--- config.mk ---
export PLATFORM = sky130hd
export DESIGN_NAME = store_buffer
export DESIGN_NICKNAME = d
export VERILOG_FILES = /design/src/rtl/store_buffer.sv
export SDC_FILE = /design/constraint.sdc
export NUM_CORES = 1
export LEC_CHECK = 0
export BUFFER_PORTS_ARGS = -buffer_cell sky130_fd_sc_hd__buf_2
export CORE_ASPECT_RATIO = 0.75
export CORE_MARGIN = 1
export CORE_UTILIZATION = 56
export DETAILED_ROUTE_END_ITERATION = 10
export GPL_TIMING_DRIVEN = 0
export PLACE_DENSITY = 0.79
export SYNTH_ARGS = -nofsm -noshare
export SYNTH_HDL_FRONTEND = slang
export SYNTH_SLANG_ARGS = --single-unit
--- constraint.sdc ---
create_clock -name clk -period 4.5 [get_ports clk]
set_input_delay 0.45 -clock clk [delete_from_list [all_inputs] [get_ports clk]]
set_output_delay 0.45 -clock clk [all_outputs]
set_load 0.02 [all_outputs]
--- src/rtl/store_buffer.sv ---
// In-order store FIFO between EX/MEM and a byte-addressed 16-bit data memory.
// Loads take priority on the memory port and stall while they overlap a pending store.
module store_buffer #(
  parameter int DEPTH  = 4,
  parameter int ADDR_W = 16,
  parameter int DATA_W = 16
) (
  input  logic                       clk,
  input  logic                       rst,
  input  logic                       st_valid,
  input  logic [ADDR_W-1:0]          st_addr,
  input  logic [DATA_W-1:0]          st_data,
  input  logic                       st_byte,
  output logic                       st_ready,
  input  logic                       ld_req,
  input  logic [ADDR_W-1:0]          ld_addr,
  output logic                       ld_stall,
  output logic                       mem_read,
  output logic                       mem_write,
  output logic [ADDR_W-1:0]          mem_addr,
  output logic [DATA_W-1:0]          mem_wdata,
  output logic                       mem_sbyte,
  output logic [$clog2(DEPTH):0]     count,
  output logic                       empty,
  output logic                       full
);

  localparam int PTR_W = $clog2(DEPTH);
  localparam int CNT_W = PTR_W + 1;

  logic [ADDR_W-1:0] addr_q  [DEPTH];
  logic [DATA_W-1:0] data_q  [DEPTH];
  logic              byte_q  [DEPTH];
  logic [DEPTH-1:0]  valid_q;
  logic [PTR_W-1:0]  head, tail;
  logic [CNT_W-1:0]  cnt;

  logic enq, pop, hit, drain;

  // Byte-range intersection of a 2-byte load with a 1- or 2-byte store; +1 wraps.
  function automatic logic overlaps(input logic [ADDR_W-1:0] l,
                                    input logic [ADDR_W-1:0] s,
                                    input logic              s_byte);
    logic [ADDR_W-1:0] l1, s1;
    l1 = l + 1'b1;
    s1 = s + 1'b1;
    overlaps = (l == s) || (l1 == s) || (!s_byte && (l == s1));
  endfunction

  always_comb begin
    hit = 1'b0;
    for (int i = 0; i < DEPTH; i++) begin
      if (valid_q[i] && overlaps(ld_addr, addr_q[i], byte_q[i]))
        hit = 1'b1;
    end
  end

  assign count    = cnt;
  assign empty    = (cnt == '0);
  assign full     = (cnt == CNT_W'(DEPTH));
  assign st_ready = ~full;
  assign enq      = st_valid & ~full;

  // Reset gating keeps the read strobe low while the buffer is held in reset.
  assign ld_stall = ld_req & hit;
  assign mem_read = rst & ld_req & ~hit;
  assign drain    = ~empty & ~mem_read;
  assign pop      = drain;

  always_comb begin
    mem_write = 1'b0;
    mem_addr  = '0;
    mem_wdata = '0;
    mem_sbyte = 1'b0;
    if (mem_read) begin
      mem_addr = ld_addr;
    end else if (drain) begin
      mem_write = 1'b1;
      mem_addr  = addr_q[head];
      mem_wdata = data_q[head];
      mem_sbyte = byte_q[head];
    end
  end

  always_ff @(posedge clk or negedge rst) begin
    if (!rst) begin
      head    <= '0;
      tail    <= '0;
      cnt     <= '0;
      valid_q <= '0;
    end else begin
      if (enq) begin
        valid_q[tail] <= 1'b1;
        tail          <= tail + 1'b1;
      end
      if (pop) begin
        valid_q[head] <= 1'b0;
        head          <= head + 1'b1;
      end
      cnt <= cnt + CNT_W'(enq) - CNT_W'(pop);
    end
  end

  // Entry payload is qualified by valid_q, so it needs no reset.
  always_ff @(posedge clk) begin
    if (enq) begin
      addr_q[tail] <= st_addr;
      data_q[tail] <= st_data;
      byte_q[tail] <= st_byte;
    end
  end

endmodule

# After elaboration in Yosys (flattened, before gate mapping)
# Memory sizes are Yosys's and may differ from the RTL's.
# Cells that the tools add are included.
# classes
n_addsub,9
magnitude_cmp,4
n_eq_ne,13
mux,20
bitwise,12
n_reduce_logical,23
# ops
operator,count
== test 16 bit,12
adder 16 x 1 -> 16 bit (second input constant),5
two-way mux 16 bit,4
two-way mux 1 bit,12
logical AND 1 bit,10
logical OR 1 bit,8
two-way mux 4 bit,2
less-than comparator 2 x 3 -> 1 bit (second input constant),2
bitwise AND 1 bit,5
adder 2 x 1 -> 2 bit (second input constant),2
bitwise AND 4 bit,1
demux 1 bit (select 2 bit),2
>= comparator 2 x 1 -> 1 bit (second input constant),2
logical NOT 1 bit,4
NOT 1 bit,4
NOT 4 bit,1
bitwise OR 4 bit,1
adder 3 x 1 -> 3 bit,1
== test 3 bit (second input constant),1
logical NOT 3 bit,1
subtractor 3 x 1 -> 3 bit,1
# totals
ff_bits,11
mem_bits_rw,132
inputBits,53
out_inout_bits,42
elab_cells,88
n_memories,3
# mem_list
name,words,width,read_ports,rd_ports_with_merged_regs,write_ports,line,rtl
addr_q,4,16,5,0,1,31,logic [ADDR_W-1:0] addr_q [DEPTH];
data_q,4,16,1,0,1,32,logic [DATA_W-1:0] data_q [DEPTH];
byte_q,4,1,5,0,1,33,logic byte_q [DEPTH];

# Logic depth before layout (Yosys ltp)
# logic_depth
ltp_word,15
depth_mapped,18
depth_no_buf,16

# Worst setup path after synthesis
# Ideal clock, no wire load.
# synth_path
path_kind,input to register
start,in ld_addr[4]
end,reg cnt[2] (netlist: count[2])
setup_time_ps,80
t_arrival_ps,3750
required_time_ps,4420
setup_slack_ps,670
stages,18
n_path_buf,3
path_cell_list,buf_2 > nand4_2 > or4_1 > clkbuf_1 > xnor2_1 > nand3_1 > nor3_1 > a41oi_1 > o2111ai_1 > o31ai_1 > buf_2 > inv_1 > ha_1 > inv_1 > ha_1 > fa_1 > xnor2_1 > xnor2_1
# synth_between
elab_chain_len,14
elab_cells_between_ends,38
classes_between,add/sub: 2; eq/ne: 12; mux: 4; bitwise: 4; reduce/logical: 16
# synth_rtl
item,line,rtl
from (decl),16,"input logic [ADDR_W-1:0] ld_addr,"
adder 16 x 1 -> 16 bit,45,l1 = l + 1'b1;
== test 16 bit,47,overlaps = (l == s) || (l1 == s) || (!s_byte && (l == s1));
logical OR 1 bit (2 in series),47,
logical AND 1 bit,53,"if (valid_q[i] && overlaps(ld_addr, addr_q[i], byte_q[i]))"
two-way mux 1 bit (3 in series),53,
two-way mux 1 bit (*),53,
NOT 1 bit (*),66,assign mem_read = rst & ld_req & ~hit;
bitwise AND 1 bit (*),66,
NOT 1 bit (*),67,assign drain = ~empty & ~mem_read;
bitwise AND 1 bit (*),67,
subtractor 3 x 1 -> 3 bit (*),100,cnt <= cnt + CNT_W'(enq) - CNT_W'(pop);
to (signal assigned),100,
to (decl),36,logic [CNT_W-1:0] cnt;
# Mark *: on every way between the ends. The rest lies on a longest branch, timed or not.
# A chain may end at the register's enable or synchronous reset.

==> impl_metrics.toml <==
[status]
status = "finished clean"

[detailed_routing]
final_antenna_net_count = 0
avgViaCountPerCell = 6.81
routed_wl_um = 37800
wl_per_cell_um = 27.6
drc = 0
firstDrtPassIters = 6
vias = 9314
drtIter0Drc = 1438

[logic_synthesis]
ys_ff_latch = 143
syn_inst = 997
synth_ff_type = "edfxtp_1"
synth.top_cells.by_area = "edfxtp_1 37%, xnor2_1 7.3%, xor2_1 5.2%"
synth_area_leader_cell = "edfxtp_1"
yosysTopAreaCellShare_pct = 37.1
ys_types = 90
ys_top_cells_by_count = "132 x edfxtp_1, 89 x xnor2_1, 64 x nand2_1, 64 x xor2_1, 58 x nor2_1"
synth_edf_count = 132
synthesis.area_um2 = 10700
synth_sequential_area_ratio_pct = 39.7
ys_async_sr_fraction_pct = 7.69
ys_warn_count = 0
synth.most_common_cell = "edfxtp_1"
syn_nets = 1066
synth_area_per_cell_um2 = 10.7

[sta]
fmax_mhz = 224
finalCriticalPeriod_ns = 4.47
grt_setup_unrepaired = "yes"
layout_setup_ws_ns = 0.0264
timing.final.max_slew_violations = 0
finalHoldViolations = 0
period_share_pct = 99.4
max_slew_margin_pct = 29.3
setup_viol = 0
worst_slew_pin_slew_ns = 1.06
clock_skew_ns = 0.0125

[cells_and_area]
area_growth_pct = 14.0
drive_above_1_share_pct = 21.9
nNetsFinal = 1177
fin_cells = 1368
final_util_pct = 65.6
insertedDiodeCount = 0

[grt]
track_usage_pct = 38.9
grt_max_degree = 35
grt.overflow.total = 0
antenna_found_initial = 0
grt_pass1_wl_um = 55100
grt_pass1_vias = 8412

[clocking]
clkSlewWorstSetupHoldPaths_ns = 0.08
clk_latency_ns = 0.43
cts_tree = "done"
ctsLongestPathBuffers = 2
clkSinkCount = 143
htree_levels = 4
cts_root_buffer = "clkbuf_16"
cts_buffers = 17

[place]
place_ws_ns = -0.860
dp_hpwl_um = 28700
gp_congestion = 1.00
io_buffers = 86
placedCellCount = 1331

[floorplan]
core_area_um2 = 18600
die-width_um = 162
io_pins = 95
floorplan.die.height_um = 122
rows = 43
die_area_um2 = 19600
start_util_pct = 57.6

[critical_path]
crit_path_max_fanout = 10
crit_arrival_ns = 4.02
critPathSlowestCell = "or4_4"
crit_path_max_incr_delay_ns = 0.60
cp_data_required_time_ns = 4.05
worstPathCellList = "buf_4 > nand4_2 > or4_4 > xnor2_1 > or3_1 > o21ai_0 > o2111ai_1 > o2111ai_1 > or3_1 > buf_6 > buf_12 > mux2i_2 > buf_2"
cp-end-kind = "output port"
worstRegToRegCells = 17
critPathLaunchType = "flop"
critPathKind = "flop to output port"

[power_and_ir_drop]
power_density_nw_per_um2 = 513
irDropWorstVdd_uv = 551
power_mw = 6.26
p_leak_nw = 4.35

[flow_run]
drv_cap = 0

[min_path]
hold_path.class = "input pin to flop"
min_delay_path_depth = 1
cell type report:
cell class / instances / area, um^2
Clock inverter: 15 / 188
Sequential cell: 143 / 4240
Inverter: 38 / 143
Multi-Input combinational cell: 745 / 5840
Tap cell: 247 / 309
Timing Repair Buffer: 95 / 513
Fill cell: 1428 / 6380
Buffer: 68 / 531
Clock buffer: 17 / 425
per-layer routing:
| metal | vias up | global-route usage, % | share of wire, % |
|---|---|---|---|
| met2 | 732 | 53.8 | 41 |
| li1 | 4007 | - | - |
| met3 | 85 | 9.50 | 14 |
| met5 | - | 0 | 0 |
| met1 | 4490 | 59.6 | 43 |
| met4 | 0 | 11.6 | 2.4 |
cells in the final DEF, fill, tap and decap left out, drive strengths merged, types with 5 or more instances in the layout:
cell type / netlist / routed
edfxtp: 132 / 132
buf: 35 / 128
xnor2: 91 / 91
nand2: 65 / 65
xor2: 64 / 64
nor2: 60 / 60
clkbuf: 36 / 51
nand4: 49 / 49
inv: 37 / 44
nand3: 41 / 41
nor3: 38 / 38
mux4: 33 / 33
nor4: 29 / 29
a21oi: 27 / 27
o21ai: 25 / 25
nor2b: 21 / 21
mux2i: 19 / 19
a211oi: 16 / 16
ha: 15 / 15
or3: 13 / 13
and3: 12 / 12
dfrtp: 11 / 11
a31oi: 11 / 11
and4: 10 / 10
nor3b: 9 / 9
or4: 8 / 8
clkinv: 1 / 8
o2111ai: 7 / 7
and2: 7 / 7
a41oi: 6 / 6
nand3b: 5 / 5
o311ai: 5 / 5
worst paths after layout:
check | end | slack (ns) | startpoint
worst max-delay path | mem_addr[8] | 0.03 | addr_q[0][0]
worst min-delay path | data_q[0][15] | 0.22 | st_data[15]
worst max register to register | count[2] | 0.05 | addr_q[0][0]
worst min register to register | count[0] | 0.61 | count[0]
max in group asynchronous | valid_q[3] | 3.75 | rst
min in group asynchronous | tail[1] | 0.48 | rst
critical path, delay by kind of cell (launching register included):
family          cells  cell delay (ns)
xor+xnor            1             0.13
flops               1             0.52
buf+inv             4             0.67
mux                 1             0.24
simple gates        4             1.35
compound gates      3             0.66
sequential cells by signal (all words and copies together), names as in the netlist:
register	count
addr_q	64
data_q	64
byte_q	4
valid_q	4
count	3
head	2
tail	2
power by group:
group          leakage (nW)  switching (mW)  total, mW  internal [mW]
combinational          2.71            1.73       2.80           1.07
sequential             1.34           0.241       2.02           1.78
clock                 0.294           0.685       1.44          0.757
total                  4.35            2.66       6.26           3.60
kinds of logic after synthesis:
kind of cell             after synthesis  share of synthesized area [%]
buffers and inverters                109                           6.35
AO/OA/AOI/OAI                        134                           8.95
AND/OR/NAND/NOR                      386                           21.0
flip-flops                           143                           39.7
adder cells (fa/ha/maj)               16                           1.94
XOR/XNOR                             155                           12.8
multiplexers                          54                           9.28
what timing repair did:
item,CTS,global route
cloned,0,0
pin swaps,0,3
endpoints found under the hold margin,11,0
gates resized for setup,5,13
buffers inserted,0,7
hold buffers,1,0
endpoints found under the setup margin,35,22
stage by stage:
stage	hold slack (ns)	TNS, ns	instance area (um^2)
after global routing	0.222	-0.0558	12200
after global placement	0.357	-9.06	11400
final	0.224	0	12200
after detailed placement	0.366	-5.86	11500
after floorplan	0.154	0	10700
after CTS	0.222	0	12100
Note: power is estimated with default switching activity, not from simulation.
